==> src/rtl/slurmboy_pkg.sv <==
`default_nettype none
// ============================================================================
//  Module      : slurmboy_pkg
//  Description : Shared constants for the slurmboy memory arbiter.
//  Revision    : 1.0  initial release
// ============================================================================
package slurmboy_pkg;

    // Owner encoding on gnt_id
    localparam logic [1:0] GNT_NONE = 2'd0;
    localparam logic [1:0] GNT_DISP = 2'd1;
    localparam logic [1:0] GNT_AUD  = 2'd2;
    localparam logic [1:0] GNT_CPU  = 2'd3;

    // Arbiter FSM encoding
    localparam logic [1:0] ST_IDLE   = 2'd0;
    localparam logic [1:0] ST_ACCESS = 2'd1;
    localparam logic [1:0] ST_DONE   = 2'd2;

endpackage : slurmboy_pkg
`default_nettype wire

==> src/rtl/slurmboy_mem_arbiter_if.sv <==
`default_nettype none
// ============================================================================
//  Module      : slurmboy_mem_arbiter_if
//  Description : Requester and external-memory signals of the memory arbiter.
//  Revision    : 1.0  initial release
// ============================================================================
interface slurmboy_mem_arbiter_if #(
    parameter int ADDR_W = 22
);
    logic              cpu_valid;
    logic [ADDR_W-1:0] cpu_addr;
    logic [31:0]       cpu_wdata;
    logic [3:0]        cpu_wstrb;
    logic              cpu_ready;
    logic              disp_req;
    logic [ADDR_W-1:0] disp_addr;
    logic              disp_ack;
    logic              aud_req;
    logic [ADDR_W-1:0] aud_addr;
    logic              aud_ack;
    logic [31:0]       rdata;
    logic              mem_en;
    logic              mem_we;
    logic [ADDR_W-1:0] mem_addr;
    logic [31:0]       mem_wdata;
    logic [3:0]        mem_wstrb;
    logic [31:0]       mem_rdata;
    logic [1:0]        gnt_id;

    // slave: the arbiter itself; master: requesters plus external memory
    modport slave (
        input  cpu_valid, cpu_addr, cpu_wdata, cpu_wstrb,
        input  disp_req, disp_addr, aud_req, aud_addr, mem_rdata,
        output cpu_ready, disp_ack, aud_ack, rdata,
        output mem_en, mem_we, mem_addr, mem_wdata, mem_wstrb, gnt_id
    );

    modport master (
        output cpu_valid, cpu_addr, cpu_wdata, cpu_wstrb,
        output disp_req, disp_addr, aud_req, aud_addr, mem_rdata,
        input  cpu_ready, disp_ack, aud_ack, rdata,
        input  mem_en, mem_we, mem_addr, mem_wdata, mem_wstrb, gnt_id
    );
endinterface : slurmboy_mem_arbiter_if
`default_nettype wire

==> src/rtl/slurmboy_mem_arbiter.sv <==
`default_nettype none
// ============================================================================
//  Module      : slurmboy_mem_arbiter
//  Description : Shares the external memory port between display, audio and
//                CPU with fixed-latency accesses and a CPU starvation guard.
//  Revision    : 1.0  initial release
// ============================================================================
module slurmboy_mem_arbiter
    import slurmboy_pkg::*;
#(
    parameter int ADDR_W       = 22,
    parameter int MEM_LAT      = 2,
    parameter int STARVE_LIMIT = 8
) (
    input  wire logic              clk,
    input  wire logic              rst,
    slurmboy_mem_arbiter_if.slave  bus
);

    localparam int CNT_W = (MEM_LAT > 1) ? $clog2(MEM_LAT) : 1;
    localparam int SC_W  = $clog2(STARVE_LIMIT + 1);

    logic [1:0]        r_state;
    logic [CNT_W-1:0]  r_lat_cnt;
    logic [SC_W-1:0]   r_starve_cnt;
    logic [1:0]        r_gnt_id;
    logic              r_mem_en;
    logic              r_mem_we;
    logic [ADDR_W-1:0] r_mem_addr;
    logic [31:0]       r_mem_wdata;
    logic [3:0]        r_mem_wstrb;
    logic [31:0]       r_rdata;
    logic              r_cpu_ready;
    logic              r_disp_ack;
    logic              r_aud_ack;

    logic              w_starved;
    logic [1:0]        w_winner;
    logic [ADDR_W-1:0] w_sel_addr;
    logic [31:0]       w_sel_wdata;
    logic [3:0]        w_sel_wstrb;
    logic              w_sel_we;

    // Priority pick: starved CPU > display > audio > CPU
    always_comb begin
        w_starved   = bus.cpu_valid && (r_starve_cnt == SC_W'(STARVE_LIMIT));
        w_winner    = GNT_NONE;
        w_sel_addr  = '0;
        w_sel_wdata = '0;
        w_sel_wstrb = '0;
        w_sel_we    = 1'b0;
        if (w_starved) begin
            w_winner = GNT_CPU;
        end else if (bus.disp_req) begin
            w_winner = GNT_DISP;
        end else if (bus.aud_req) begin
            w_winner = GNT_AUD;
        end else if (bus.cpu_valid) begin
            w_winner = GNT_CPU;
        end
        case (w_winner)
            GNT_DISP: w_sel_addr = bus.disp_addr;
            GNT_AUD:  w_sel_addr = bus.aud_addr;
            GNT_CPU: begin
                w_sel_addr  = bus.cpu_addr;
                w_sel_wdata = bus.cpu_wdata;
                w_sel_wstrb = bus.cpu_wstrb;
                w_sel_we    = |bus.cpu_wstrb;
            end
            default: ;
        endcase
    end

    always_ff @(posedge clk or posedge rst) begin
        if (rst) begin
            r_state      <= ST_IDLE;
            r_lat_cnt    <= '0;
            r_starve_cnt <= '0;
            r_gnt_id     <= GNT_NONE;
            r_mem_en     <= 1'b0;
            r_mem_we     <= 1'b0;
            r_mem_addr   <= '0;
            r_mem_wdata  <= '0;
            r_mem_wstrb  <= '0;
            r_rdata      <= '0;
            r_cpu_ready  <= 1'b0;
            r_disp_ack   <= 1'b0;
            r_aud_ack    <= 1'b0;
        end else begin
            r_cpu_ready <= 1'b0;
            r_disp_ack  <= 1'b0;
            r_aud_ack   <= 1'b0;
            case (r_state)
                ST_IDLE: begin
                    r_gnt_id    <= w_winner;
                    r_mem_addr  <= w_sel_addr;
                    r_mem_wdata <= w_sel_wdata;
                    r_mem_wstrb <= w_sel_wstrb;
                    r_mem_we    <= w_sel_we;
                    r_mem_en    <= (w_winner != GNT_NONE);
                    r_lat_cnt   <= CNT_W'(MEM_LAT - 1);
                    if (w_winner != GNT_NONE) begin
                        r_state <= ST_ACCESS;
                    end
                    // Counter only grows while a waiting CPU keeps losing
                    if ((w_winner == GNT_CPU) || !bus.cpu_valid) begin
                        r_starve_cnt <= '0;
                    end else if (r_starve_cnt != SC_W'(STARVE_LIMIT)) begin
                        r_starve_cnt <= r_starve_cnt + SC_W'(1);
                    end
                end
                ST_ACCESS: begin
                    if (r_lat_cnt == '0) begin
                        r_rdata     <= bus.mem_rdata;
                        r_mem_en    <= 1'b0;
                        r_mem_we    <= 1'b0;
                        r_cpu_ready <= (r_gnt_id == GNT_CPU);
                        r_disp_ack  <= (r_gnt_id == GNT_DISP);
                        r_aud_ack   <= (r_gnt_id == GNT_AUD);
                        r_state     <= ST_DONE;
                    end else begin
                        r_lat_cnt <= r_lat_cnt - CNT_W'(1);
                    end
                end
                ST_DONE: begin
                    r_gnt_id    <= GNT_NONE;
                    r_mem_addr  <= '0;
                    r_mem_wdata <= '0;
                    r_mem_wstrb <= '0;
                    r_state     <= ST_IDLE;
                end
                default: r_state <= ST_IDLE;
            endcase
        end
    end

    assign bus.gnt_id    = r_gnt_id;
    assign bus.mem_en    = r_mem_en;
    assign bus.mem_we    = r_mem_we;
    assign bus.mem_addr  = r_mem_addr;
    assign bus.mem_wdata = r_mem_wdata;
    assign bus.mem_wstrb = r_mem_wstrb;
    assign bus.rdata     = r_rdata;
    assign bus.cpu_ready = r_cpu_ready;
    assign bus.disp_ack  = r_disp_ack;
    assign bus.aud_ack   = r_aud_ack;

endmodule : slurmboy_mem_arbiter
`default_nettype wire
==> src/flat_wrapper.sv <==
// flat-port wrapper written by rule: the top's interface ports become plain ports
module slurmboy_mem_arbiter_flat import slurmboy_pkg::*;
#(
    parameter int ADDR_W       = 22,
    parameter int MEM_LAT      = 2,
    parameter int STARVE_LIMIT = 8
)
  (clk, rst, bus_cpu_valid, bus_cpu_addr, bus_cpu_wdata, bus_cpu_wstrb, bus_disp_req, bus_disp_addr, bus_aud_req, bus_aud_addr, bus_mem_rdata, bus_cpu_ready, bus_disp_ack, bus_aud_ack, bus_rdata, bus_mem_en, bus_mem_we, bus_mem_addr, bus_mem_wdata, bus_mem_wstrb, bus_gnt_id);
  slurmboy_mem_arbiter_if #(.ADDR_W(ADDR_W)) bus_i ();
  input  wire logic clk;
  input  wire logic rst;
  input wire logic [$bits(bus_i.cpu_valid)-1:0] bus_cpu_valid;
  input wire logic [$bits(bus_i.cpu_addr)-1:0] bus_cpu_addr;
  input wire logic [$bits(bus_i.cpu_wdata)-1:0] bus_cpu_wdata;
  input wire logic [$bits(bus_i.cpu_wstrb)-1:0] bus_cpu_wstrb;
  input wire logic [$bits(bus_i.disp_req)-1:0] bus_disp_req;
  input wire logic [$bits(bus_i.disp_addr)-1:0] bus_disp_addr;
  input wire logic [$bits(bus_i.aud_req)-1:0] bus_aud_req;
  input wire logic [$bits(bus_i.aud_addr)-1:0] bus_aud_addr;
  input wire logic [$bits(bus_i.mem_rdata)-1:0] bus_mem_rdata;
  output wire logic [$bits(bus_i.cpu_ready)-1:0] bus_cpu_ready;
  output wire logic [$bits(bus_i.disp_ack)-1:0] bus_disp_ack;
  output wire logic [$bits(bus_i.aud_ack)-1:0] bus_aud_ack;
  output wire logic [$bits(bus_i.rdata)-1:0] bus_rdata;
  output wire logic [$bits(bus_i.mem_en)-1:0] bus_mem_en;
  output wire logic [$bits(bus_i.mem_we)-1:0] bus_mem_we;
  output wire logic [$bits(bus_i.mem_addr)-1:0] bus_mem_addr;
  output wire logic [$bits(bus_i.mem_wdata)-1:0] bus_mem_wdata;
  output wire logic [$bits(bus_i.mem_wstrb)-1:0] bus_mem_wstrb;
  output wire logic [$bits(bus_i.gnt_id)-1:0] bus_gnt_id;
  assign bus_i.cpu_valid = bus_cpu_valid;
  assign bus_i.cpu_addr = bus_cpu_addr;
  assign bus_i.cpu_wdata = bus_cpu_wdata;
  assign bus_i.cpu_wstrb = bus_cpu_wstrb;
  assign bus_i.disp_req = bus_disp_req;
  assign bus_i.disp_addr = bus_disp_addr;
  assign bus_i.aud_req = bus_aud_req;
  assign bus_i.aud_addr = bus_aud_addr;
  assign bus_i.mem_rdata = bus_mem_rdata;
  assign bus_cpu_ready = bus_i.cpu_ready;
  assign bus_disp_ack = bus_i.disp_ack;
  assign bus_aud_ack = bus_i.aud_ack;
  assign bus_rdata = bus_i.rdata;
  assign bus_mem_en = bus_i.mem_en;
  assign bus_mem_we = bus_i.mem_we;
  assign bus_mem_addr = bus_i.mem_addr;
  assign bus_mem_wdata = bus_i.mem_wdata;
  assign bus_mem_wstrb = bus_i.mem_wstrb;
  assign bus_gnt_id = bus_i.gnt_id;
  slurmboy_mem_arbiter #(.ADDR_W(ADDR_W), .MEM_LAT(MEM_LAT), .STARVE_LIMIT(STARVE_LIMIT)) u_core (.clk(clk), .rst(rst), .bus(bus_i));
endmodule
==> config.mk <==
export PLATFORM = sky130hd
export DESIGN_NAME = slurmboy_mem_arbiter_flat
export DESIGN_NICKNAME = d
export VERILOG_FILES = /design/src/rtl/slurmboy_pkg.sv /design/src/rtl/slurmboy_mem_arbiter_if.sv /design/src/rtl/slurmboy_mem_arbiter.sv /design/src/flat_wrapper.sv
export SDC_FILE = /design/constraint.sdc
export NUM_CORES = 1
export LEC_CHECK = 0
export CORE_ASPECT_RATIO = 1.4
export CORE_MARGIN = 2
export CORE_UTILIZATION = 36
export DETAILED_ROUTE_END_ITERATION = 8
export PLACE_DENSITY = 0.83
export RECOVER_POWER = 50
export SLEW_MARGIN = 40
export SYNTH_ARGS = -nofsm -noshare
export SYNTH_HDL_FRONTEND = slang
export SYNTH_SLANG_ARGS = --single-unit
export TNS_END_PERCENT = 1
==> constraint.sdc <==
create_clock -name clk -period 3.1 [get_ports clk]
set_input_delay 0.62 -clock clk [delete_from_list [all_inputs] [get_ports clk]]
set_output_delay 0.62 -clock clk [all_outputs]
set_load 0.005 [all_outputs]
==> results.ini, run 1 <==
[outcome]
outcome=finished, final reports clean

[setup_path]
path_buf_inv=1
crit_chain=dlygate4sd3_1 > nor3_1 > nor2_1 > a22o_1
path_class=input port to flip-flop
worst_setup_path_end_kind=flip-flop
cp.required_ps=3360
cp_slowest_cell=nor2_1
cp_top_family=simple AND/OR/NAND/NOR gates
r2r_slack_ps=680
start_kind=input port
slowest_delay_ps=1090
critPathMaxFanout=24
arrival_ps=2700

[floorplan]
row_count=48
start_util_pct=36.4
die_area_um2=13300
core-area_um2=12200
die_h_um=135
io_pins=236
fp.dieW_um=97.9

[grt]
grt_pass1_vias=4004
grt_usage_pct=18.1
grt_max_degree=105
antenna_found_initial=0
grt_first_pass_wirelength_um=19300
overflow=0

[clock_tree]
cts_inserted_buffers=9
cts_root_buffer=clkbuf_16
tritoncts=yes
cts_setup_buffers=0
clk_path_buf_depth=2
postCtsHoldBufs=0
clock-sinks=104
clk_pin_slew_ps=60
cts-resized-gates=0
clock_latency_ps=340
cts-htree-levels=3

[cells_and_area]
fin_nets=758
post-route-util_pct=58.8
layout_common_cells=clkdlybuf4s50_1 (197), dfrtp_1 (104), nand2_1 (80), o21ai_0 (38), dlygate4sd3_1 (38)
num_antenna_cells=0
nFillCells=1001
instances_no_fill=772
drive_above_1_share_pct=9.16
final_common_cell=clkdlybuf4s50_1
syn2layout_area_growth_pct=61.5

[power_and_ir_drop]
leakage_nw=2.99
vdd_ir_drop_max_v=0.000337
power_density_nw_per_um2=764
p_total_mw=5.48

[route]
wl_met1_um=4480
routed_via_density=5.04
drc_errors=0
top_layer_used=met4
first_pass_iters=4
post_drt_wl_per_cell_um=15.7
dr_wl_met2_um=6330
routed_wl_um=12100
antenna_left=0
drt_iter0_markers=115
num_vias=3893
wl_met3_um=938

[synth]
postSynthCellCount=396
ys_seq_area_share_pct=58.6
avgSynthCellArea_um2=11.2
syn_nets=537
ys_ff_latch=104
yosys_warnings=0
ys_types=32
syn_area_um2=4440

[placed_design]
hpwlAfterDp_um=9400
place_worst_setup_slack_ps=380
placed_cells=756
place.gp.congestion=0.793
io_buffers=235

[sta]
relSlewSlack_pct=1.99
setup_viol=0
drv_slew=0
min_period_ps=2430
worst_slew_pin_slew_ps=1460
grt_setup_unrepaired=false
fin_ws_ps=666
finClkSkew_ps=7.99
tns_ps=0
fmax_mhz=411
post-route-period-util_pct=78.5
hold_viol_final=0

[run]
max-cap-violations=0

[hold_path]
hold_class=flip-flop to flip-flop

[state kept, by name, indices dropped and copies added, names as in the netlist]
name,cells
u_core.bus.mem_we,1
u_core.r_starve_cnt,4
u_core.bus.aud_ack,1
u_core.bus.mem_wstrb,4
u_core.bus.rdata,32
u_core.bus.mem_wdata,32
u_core.bus.disp_ack,1
u_core.bus.cpu_ready,1
u_core.r_lat_cnt,1
u_core.bus.mem_en,1
u_core.bus.mem_addr,22
u_core.r_state,2
u_core.bus.gnt_id,2
[Yosys cell counts]
| cell | instances | area share, % |
|---|---|---|
| dfrtp_1 | 104 | 59 |
| nand2_1 | 80 | 6.8 |
| o21ai_0 | 38 | 4.3 |
| mux2_2 | 32 | 8.1 |
| a22o_1 | 23 | 4.5 |
| o2bb2ai_1 | 23 | 4.5 |
| a22oi_1 | 22 | 3.7 |
| clkbuf_1 | 17 | 1.4 |
| buf_2 | 12 | 1.4 |
| inv_1 | 6 | 0.51 |
| a21oi_1 | 5 | 0.56 |
| nor2_1 | 5 | 0.42 |
| buf_6 | 4 | 1.0 |
| a21o_1 | 3 | 0.51 |
| nor2b_1 | 3 | 0.42 |
| ha_1 | 2 | 0.56 |
| nor3_1 | 2 | 0.23 |
| and2_1 | 1 | 0.14 |
| and3_1 | 1 | 0.14 |
| and3b_1 | 1 | 0.20 |
| and4b_1 | 1 | 0.23 |
| nand3_1 | 1 | 0.11 |
| nand3b_1 | 1 | 0.17 |
| nor3b_1 | 1 | 0.17 |
| nor4_1 | 1 | 0.14 |
| o211ai_1 | 1 | 0.17 |
| o21ba_2 | 1 | 0.23 |
| o22ai_1 | 1 | 0.14 |
| o41ai_1 | 1 | 0.20 |
| or2_1 | 1 | 0.14 |
| or2_2 | 1 | 0.14 |
| or3_1 | 1 | 0.14 |
[metal layers]
layer  up-vias  GRT usage, %
li1       1844             -
met1      1837          20.5
met2       187          32.3
met3        25          5.06
met4         0          7.10
met5         -             0
[stage by stage]
step | cell area, um^2 | hold WS, ps
after floorplan | 4450 | 469
after global placement | 6890 | 461
after detailed placement | 6900 | 473
after CTS | 7200 | 489
after global routing | 7170 | 500
final | 7170 | 478
[worst min-delay path: stages, from the launching register on]
cell and delay [ps]:
dfrtp_1 330, nand2_1 50, o21ai_0 60
[worst paths after layout]
kind / cells after the start / startpoint / endpoint
setup reg to reg: 3 / u_core.r_state[0] / u_core.bus.mem_addr[1]
hold reg to reg: 2 / u_core.bus.mem_wstrb[1] / u_core.bus.mem_wstrb[1]
min in group asynchronous: 3 / rst / u_core.bus.mem_wdata[18]
hold / removal: 2 / u_core.bus.mem_wstrb[1] / u_core.bus.mem_wstrb[1]
setup / recovery: 4 / bus_aud_req / u_core.bus.mem_addr[1]
max in group asynchronous: 3 / rst / u_core.r_state[1]
[cells by family after synthesis]
logic type / Yosys count / share of synthesized area [%]
AO/OA/AOI/OAI: 118 / 18.9
flip-flops: 104 / 58.6
AND/OR/NAND/NOR: 101 / 9.55
buffers and inverters: 39 / 4.31
multiplexers: 32 / 8.11
adder cells (fa/ha/maj): 2 / 0.563
[power breakdown]
group          leakage [nW]  internal (mW)  switching, mW
logic                  1.51           1.34          0.882
registers              1.34           1.84          0.300
clock network         0.145          0.647          0.466
total                  2.99           3.83           1.65
[final cells by class]
cell class | count | area [um^2] | area share, %
tap | 150 | 188 | 2.62
clock buffer | 11 | 243 | 3.38
clock inverter | 5 | 56.3 | 0.785
sequential | 104 | 2600 | 36.3
timing repair buffer | 243 | 2410 | 33.6
multi-input combinational | 253 | 1650 | 23.0
inverter | 6 | 26.3 | 0.366
Note: power is estimated with default switching activity, not from simulation.
==> run 2: changes to the inputs <==
CORE_UTILIZATION = 39   (was 36)
PLACE_DENSITY = 0.85   (was 0.83)
clock period = 2.39 ns   (was 3.1 ns; I/O delays follow)
==> run 2 against run 1 <==
Compared with the run above:
- non-clock buffer count grew 1
- sequential cell count is the same
- via count grew 1.3%
- final cell count shrank 0.65%
- clock-buffer cell count is the same
- critical endpoint is now u_core.bus.mem_wdata[18]
- sequential share of layout area shrank 0.23 points
- largest cell class unchanged
- worst setup slack lost 140 ps
- die area shrank 7.4%
- highest routed layer unchanged
- worst hold slack gained 4.8 ps
- utilization grew 5.5 points
- combinational power grew 33%
==> results.ini, run 2 (synthesized netlist as in run 1, its figures left out) <==
[clock_tree]
tritoncts=yes
cts_root_buffer=clkbuf_16
clock_latency_ps=330  ; about the same
clk_pin_slew_ps=70  ; about the same
cts_setup_buffers=0  ; unchanged
clk_path_buf_depth=2  ; unchanged
clock-sinks=104  ; unchanged
cts-resized-gates=0  ; unchanged
cts_inserted_buffers=9  ; unchanged
cts-htree-levels=3  ; unchanged
postCtsHoldBufs=0  ; unchanged

[route]
num_vias=3945  ; +1.3%
routed_via_density=5.14  ; +2.0%
routed_wl_um=12400  ; +2.5%
drc_errors=0  ; unchanged
drt_iter0_markers=128  ; +11%
post_drt_wl_per_cell_um=16.2  ; +3.2%
first_pass_iters=4  ; unchanged
antenna_left=0  ; unchanged

[power_and_ir_drop]
vdd_ir_drop_max_v=0.000843  ; +150%
power_density_nw_per_um2=993  ; +30%
leakage_nw=3.02  ; +0.87%

[cells_and_area]
syn2layout_area_growth_pct=62.5
nFillCells=896  ; -10%
drive_above_1_share_pct=9.47  ; +0.31 points
fin_nets=759  ; +0.13%
num_antenna_cells=0  ; unchanged
final_common_cell=clkdlybuf4s50_1
layout_common_cells=clkdlybuf4s50_1 (198), dfrtp_1 (104), nand2_1 (80), o21ai_0 (38), dlygate4sd3_1 (37)

[placed_design]
place_worst_setup_slack_ps=207  ; -172 ps
hpwlAfterDp_um=9230  ; -1.7%
place.gp.congestion=0.810  ; +2.1%
io_buffers=235  ; unchanged

[setup_path]
r2r-end=u_core.bus.rdata[30]
critPathMaxFanout=37  ; +54%
cp.required_ps=2620  ; -740 ps
slowest_delay_ps=640  ; -450 ps
crit_chain=dlygate4sd3_1 > nor3b_1 > o21ba_2 > buf_12 > nand2_1 > o21ai_0
r2r_slack_ps=540  ; -140 ps
rr_worst_depth=4  ; +1
cp_slowest_cell=dlygate4sd3_1
rr_startpoint=u_core.r_state[0]
worst_setup_path_end_kind=flip-flop
arrival_ps=2100  ; -600 ps
start_kind=input port
path_class=input port to flip-flop
startpoint=bus_disp_req

[grt]
grt_first_pass_wirelength_um=19100  ; -0.89%
antenna_found_initial=0  ; unchanged
overflow=0  ; unchanged
grt_usage_pct=19.9  ; +1.7 points
grt_pass1_vias=3990  ; -0.35%
grt_max_degree=105  ; unchanged

[sta]
drv_slew=0  ; unchanged
tns_ps=0  ; unchanged
hold_viol_final=0  ; unchanged
fmax_mhz=537
post-route-period-util_pct=78.0
setup_viol=0  ; unchanged
grt_setup_unrepaired=false
relSlewSlack_pct=62.7  ; +61 points
finClkSkew_ps=7.15  ; -0.838 ps
whs_ps=483  ; +4.77 ps
fin_ws_ps=526  ; -140 ps
min_period_ps=1860
worst_slew_pin_slew_ps=560  ; -905 ps

[floorplan]
start_util_pct=39.6  ; +3.1 points
row_count=46  ; -4.2%
die_h_um=130  ; -3.8%
io_pins=236  ; unchanged
fp.dieW_um=94.2  ; -3.8%
core-area_um2=11200  ; -7.9%
die_area_um2=12300  ; -7.4%

[hold_path]
hold_path_depth=2  ; unchanged
hold_end=u_core.bus.mem_wdata[15]
hp-start=u_core.bus.mem_wdata[15]
hold_class=flip-flop to flip-flop

[run]
max-cap-violations=0  ; unchanged

[outcome]
outcome=finished, final reports clean

==> run 2: cell count changes in the layout (fill, tap and decap cells not counted) <==
cell             previous run  this run
clkdlybuf4s50_1           197       198
clkinvlp_2                  0         1
nor2_4                      0         1
clkinvlp_4                  2         1
and2_1                      0         1
clkbuf_2                    1         0
nor2_1                      5         4
clkbuf_4                    1         0
buf_12                      0         3
dlygate4sd3_1              38        37
and2_0                      1         0
==> run 2: stage by stage <==
step / area, um^2 / power, mW / cells / util, %
after global placement: 6900 / 5.71 / 750 / 61.5
after detailed placement: 6900 / 5.85 / 750 / 61.5
after CTS: 7200 / 7.32 / 766 / 64.2
final: 7220 / 7.17 / 767 / 64.3
after floorplan: 4450 / 4.15 / 396 / -
after global routing: 7220 / 7.65 / 767 / 64.3
==> run 2: power by group <==
group          switching, mW  total (mW)  internal (mW)  leakage [nW]
clock network          0.608        1.45          0.839         0.145
logic                   1.16        2.95           1.79          1.54
registers              0.388        2.78           2.39          1.34
total                   2.16        7.17           5.01          3.02
==> run 2: worst max-delay path by stage <==
| stage | end | slack (ps) | cells past startpoint |
|---|---|---|---|
| final | u_core.bus.mem_wdata[18] | 530 | 6 |
| after global routing | u_core.bus.rdata[5] | 380 | 4 |
| after CTS | u_core.bus.mem_wdata[18] | 540 | 6 |
| after detailed placement | u_core.bus.mem_addr[4] | 210 | 6 |
| after global placement | u_core.bus.mem_addr[1] | 250 | 4 |
| after floorplan | u_core.bus.mem_addr[21] | 600 | 9 |
==> run 2: area by class of cell <==
class / count / area [um^2] / area share (%)
flip-flops and latches: 104 / 2600 / 36.1
repair buffers: 244 / 2460 / 34.0
multi-input cells: 253 / 1660 / 22.9
clock buffers: 11 / 243 / 3.36
well taps: 144 / 180 / 2.50
clock inverters: 5 / 56.3 / 0.780
inverters: 6 / 23.8 / 0.329
==> run 2: worst max-delay path, delay by kind of cell <==
family | cells | cell delay (ps)
and+or+nand+nor | 2 | 360
buffers and inverters | 2 | 830
AOI/OAI and AO/OA | 2 | 400
==> run 2: metal layers <==
metal	track usage [%]	part of all wire [%]
met1	22.1	37
met2	36.0	52
met3	5.31	9.0
met4	7.76	1.9
met5	0	0
==> run 3: changes to the inputs <==
CORE_UTILIZATION = 36   (was 39)
PLACE_DENSITY = 0.83   (was 0.85)
clock period = 1.7 ns   (was 2.39 ns; I/O delays follow)
==> run 3 against run 2 <==
Compared with the run above:
- the run now ends with setup timing left
- register-to-register slack worse by 590 ps
- clock skew rose by 3.4 ps
- critical path depth grew 2
- via count grew 3.1%
- non-clock buffer count grew 22
- critical endpoint is now u_core.bus.mem_wdata[12]
==> results.ini, run 3 (synthesized netlist as in run 1, its figures left out) <==
[clock_tree]
clock_latency_ps=340  ; about the same
cts_inserted_buffers=9  ; unchanged
clk_path_buf_depth=2  ; unchanged
clock-sinks=104  ; unchanged
postCtsHoldBufs=0  ; unchanged
cts_root_buffer=clkbuf_16
tritoncts=yes
cts-htree-levels=3  ; unchanged
clk_pin_slew_ps=70  ; about the same

[grt]
grt_pass1_vias=4200  ; +5.3%
grt_max_degree=57  ; -46%
antenna_found_initial=0  ; unchanged
grt_first_pass_wirelength_um=20300  ; +6.4%
grt_usage_pct=19.2  ; -0.65 points
overflow=0  ; unchanged

[setup_path]
cp-endpoint=u_core.bus.mem_wdata[12]
start_kind=flip-flop
path_class=flip-flop to flip-flop
cp.required_ps=1950  ; -670 ps
cp_slowest_cell=dfrtp_1
slowest_delay_ps=390  ; -250 ps
arrival_ps=2000  ; -100 ps
startpoint=u_core.r_starve_cnt[1]
rr_startpoint=u_core.r_starve_cnt[1]
worst_setup_path_end_kind=flip-flop
r2r_slack_ps=-50  ; -590 ps
crit_chain=inv_2 > ha_4 > and4b_1 > buf_4 > o21ba_4 > buf_12 > nand2_1 > o21ai_1
r2r-end=u_core.bus.mem_wdata[12]
rr_worst_depth=8  ; +4
critPathMaxFanout=8  ; -78%

[cells_and_area]
fin_nets=781  ; +2.9%
layout_common_cells=clkdlybuf4s50_1 (235), dfrtp_1 (103), nand2_1 (62), mux2_2 (32)
final_common_cell=clkdlybuf4s50_1
drive_above_1_share_pct=18.7  ; +9.2 points
syn2layout_area_growth_pct=73.0
num_antenna_cells=0  ; unchanged
post-route-util_pct=63.0  ; -1.3 points

[sta]
worst_slew_pin_slew_ps=1060  ; +505 ps
fmax_mhz=573
hold_viol_final=0  ; unchanged
whs_ps=482  ; -1.57 ps
min_period_ps=1750
grt_setup_unrepaired=true
relSlewSlack_pct=29.0  ; -34 points
drv_slew=0  ; unchanged
fin_ws_ps=-46.7  ; -573 ps
finClkSkew_ps=10.6  ; +3.41 ps
post-route-period-util_pct=103
setup_viol=29  ; +29
tns_ps=-835  ; -835 ps

[outcome]
outcome=finished with violations
violations=setup timing

[floorplan]
core-area_um2=12200  ; +8.6%
row_count=48  ; +4.3%
start_util_pct=36.4  ; -3.1 points
fp.dieW_um=97.9  ; +3.9%
die_area_um2=13300  ; +8.0%
io_pins=236  ; unchanged
die_h_um=135  ; +4.0%

[power_and_ir_drop]
sequentialPowerShare_pct=34.7  ; -4.0 points
netSwitchingFraction_pct=29.3  ; -0.84 points
leakage_nw=3.18  ; +5.2%
combPwrFrac_pct=43.7  ; +2.6 points
clkPwrFrac_pct=21.6  ; +1.4 points
power_density_nw_per_um2=1450  ; +46%
vdd_ir_drop_max_v=0.000746  ; -11%
intPower_mw=7.87  ; +57%
switching_power_mw=3.26  ; +51%

[route]
drt_iter0_markers=122  ; -4.7%
post_drt_wl_per_cell_um=17.0  ; +5.0%
routed_via_density=5.13  ; -0.29%
drc_errors=0  ; unchanged
antenna_left=0  ; unchanged
first_pass_iters=4  ; unchanged
routed_wl_um=13500  ; +8.6%
num_vias=4067  ; +3.1%

[placed_design]
io_buffers=235  ; unchanged
place.gp.congestion=0.812  ; +0.31%
hpwlAfterDp_um=9640  ; +4.4%

[run]
max-cap-violations=0  ; unchanged

[hold_path]
hold_class=flip-flop to flip-flop

-- run 3: changes by cell type in the layout (fill, tap and decap cells not counted), moves of 11 or more --
cell,previous run,this run
clkdlybuf4s50_1,198,235
o21ai_2,0,15
dlygate4sd3_1,37,0
nand2_1,80,62
o21ai_1,0,18
buf_4,6,17
nand2_2,0,18
o21ai_0,38,5
-- run 3: worst min path at each step --
stage | start | cells past startpoint | end
after floorplan | u_core.bus.gnt_id[0] | 1 | u_core.bus.aud_ack
after global placement | u_core.bus.mem_en | 1 | u_core.bus.mem_en
after detailed placement | u_core.bus.mem_en | 1 | u_core.bus.mem_en
after CTS | rst | 3 | u_core.bus.mem_wdata[14]
after global routing | u_core.bus.mem_en | 1 | u_core.bus.mem_en
final | u_core.bus.mem_en | 1 | u_core.bus.mem_en
-- run 3: what timing repair did --
item,4_1_cts,5_1_grt
endpoints found under the hold margin,0,0
gates resized for setup,15,62
buffers inserted,1,3
pin swaps,0,3
gates cloned,1,6
setup endpoints to repair,61,92
-- run 3: worst max-delay path: cells and delay by family, from the launching register on --
kind	cells	cell delay, ps
AOI/OAI and AO/OA	2	450
buffers and inverters	3	400
DFF	1	390
and+or+nand+nor	2	280
adders and majority gates	1	140
-- run 3: area by class of cell --
class	count	area (um^2)
Fill cell	960	4510
Timing Repair Buffer	266	2730
Sequential cell	104	2600
Multi-Input combinational cell	253	1790
Clock buffer	10	229
Tap cell	150	188
Clock inverter	4	120
Inverter	6	23.8
-- run 3: power groups by stage --
stage	logic [mW]	clock network [mW]	registers [mW]
floorplan	1.92	0	3.92
global placement	4.36	0	3.85
detailed placement	4.52	0	3.89
CTS	4.60	2.46	3.85
global route	5.23	2.55	3.99
finish	4.86	2.41	3.86
-- run 3: metrics by stage --
step	power [mW]	instance area, um^2	setup slack (ps)	std cells
detailed placement	8.41	7050	-426	768
finish	11.1	7680	-46.7	793
CTS	10.9	7440	-22.8	784
global placement	8.22	7050	-382	768
floorplan	5.84	4450	-86.7	396
global route	11.8	7680	-159	793
-- run 3: per-layer routing --
layer | vias to the layer above | share of wire, % | wire [um] | global-route usage (%)
li1 | 1896 | - | - | -
met1 | 1952 | 37 | 5050 | 21.2
met2 | 197 | 53 | 7120 | 35.0
met3 | 22 | 7.4 | 1000 | 5.11
met4 | 0 | 2.3 | 304 | 7.72
met5 | - | 0 | 0 | 0
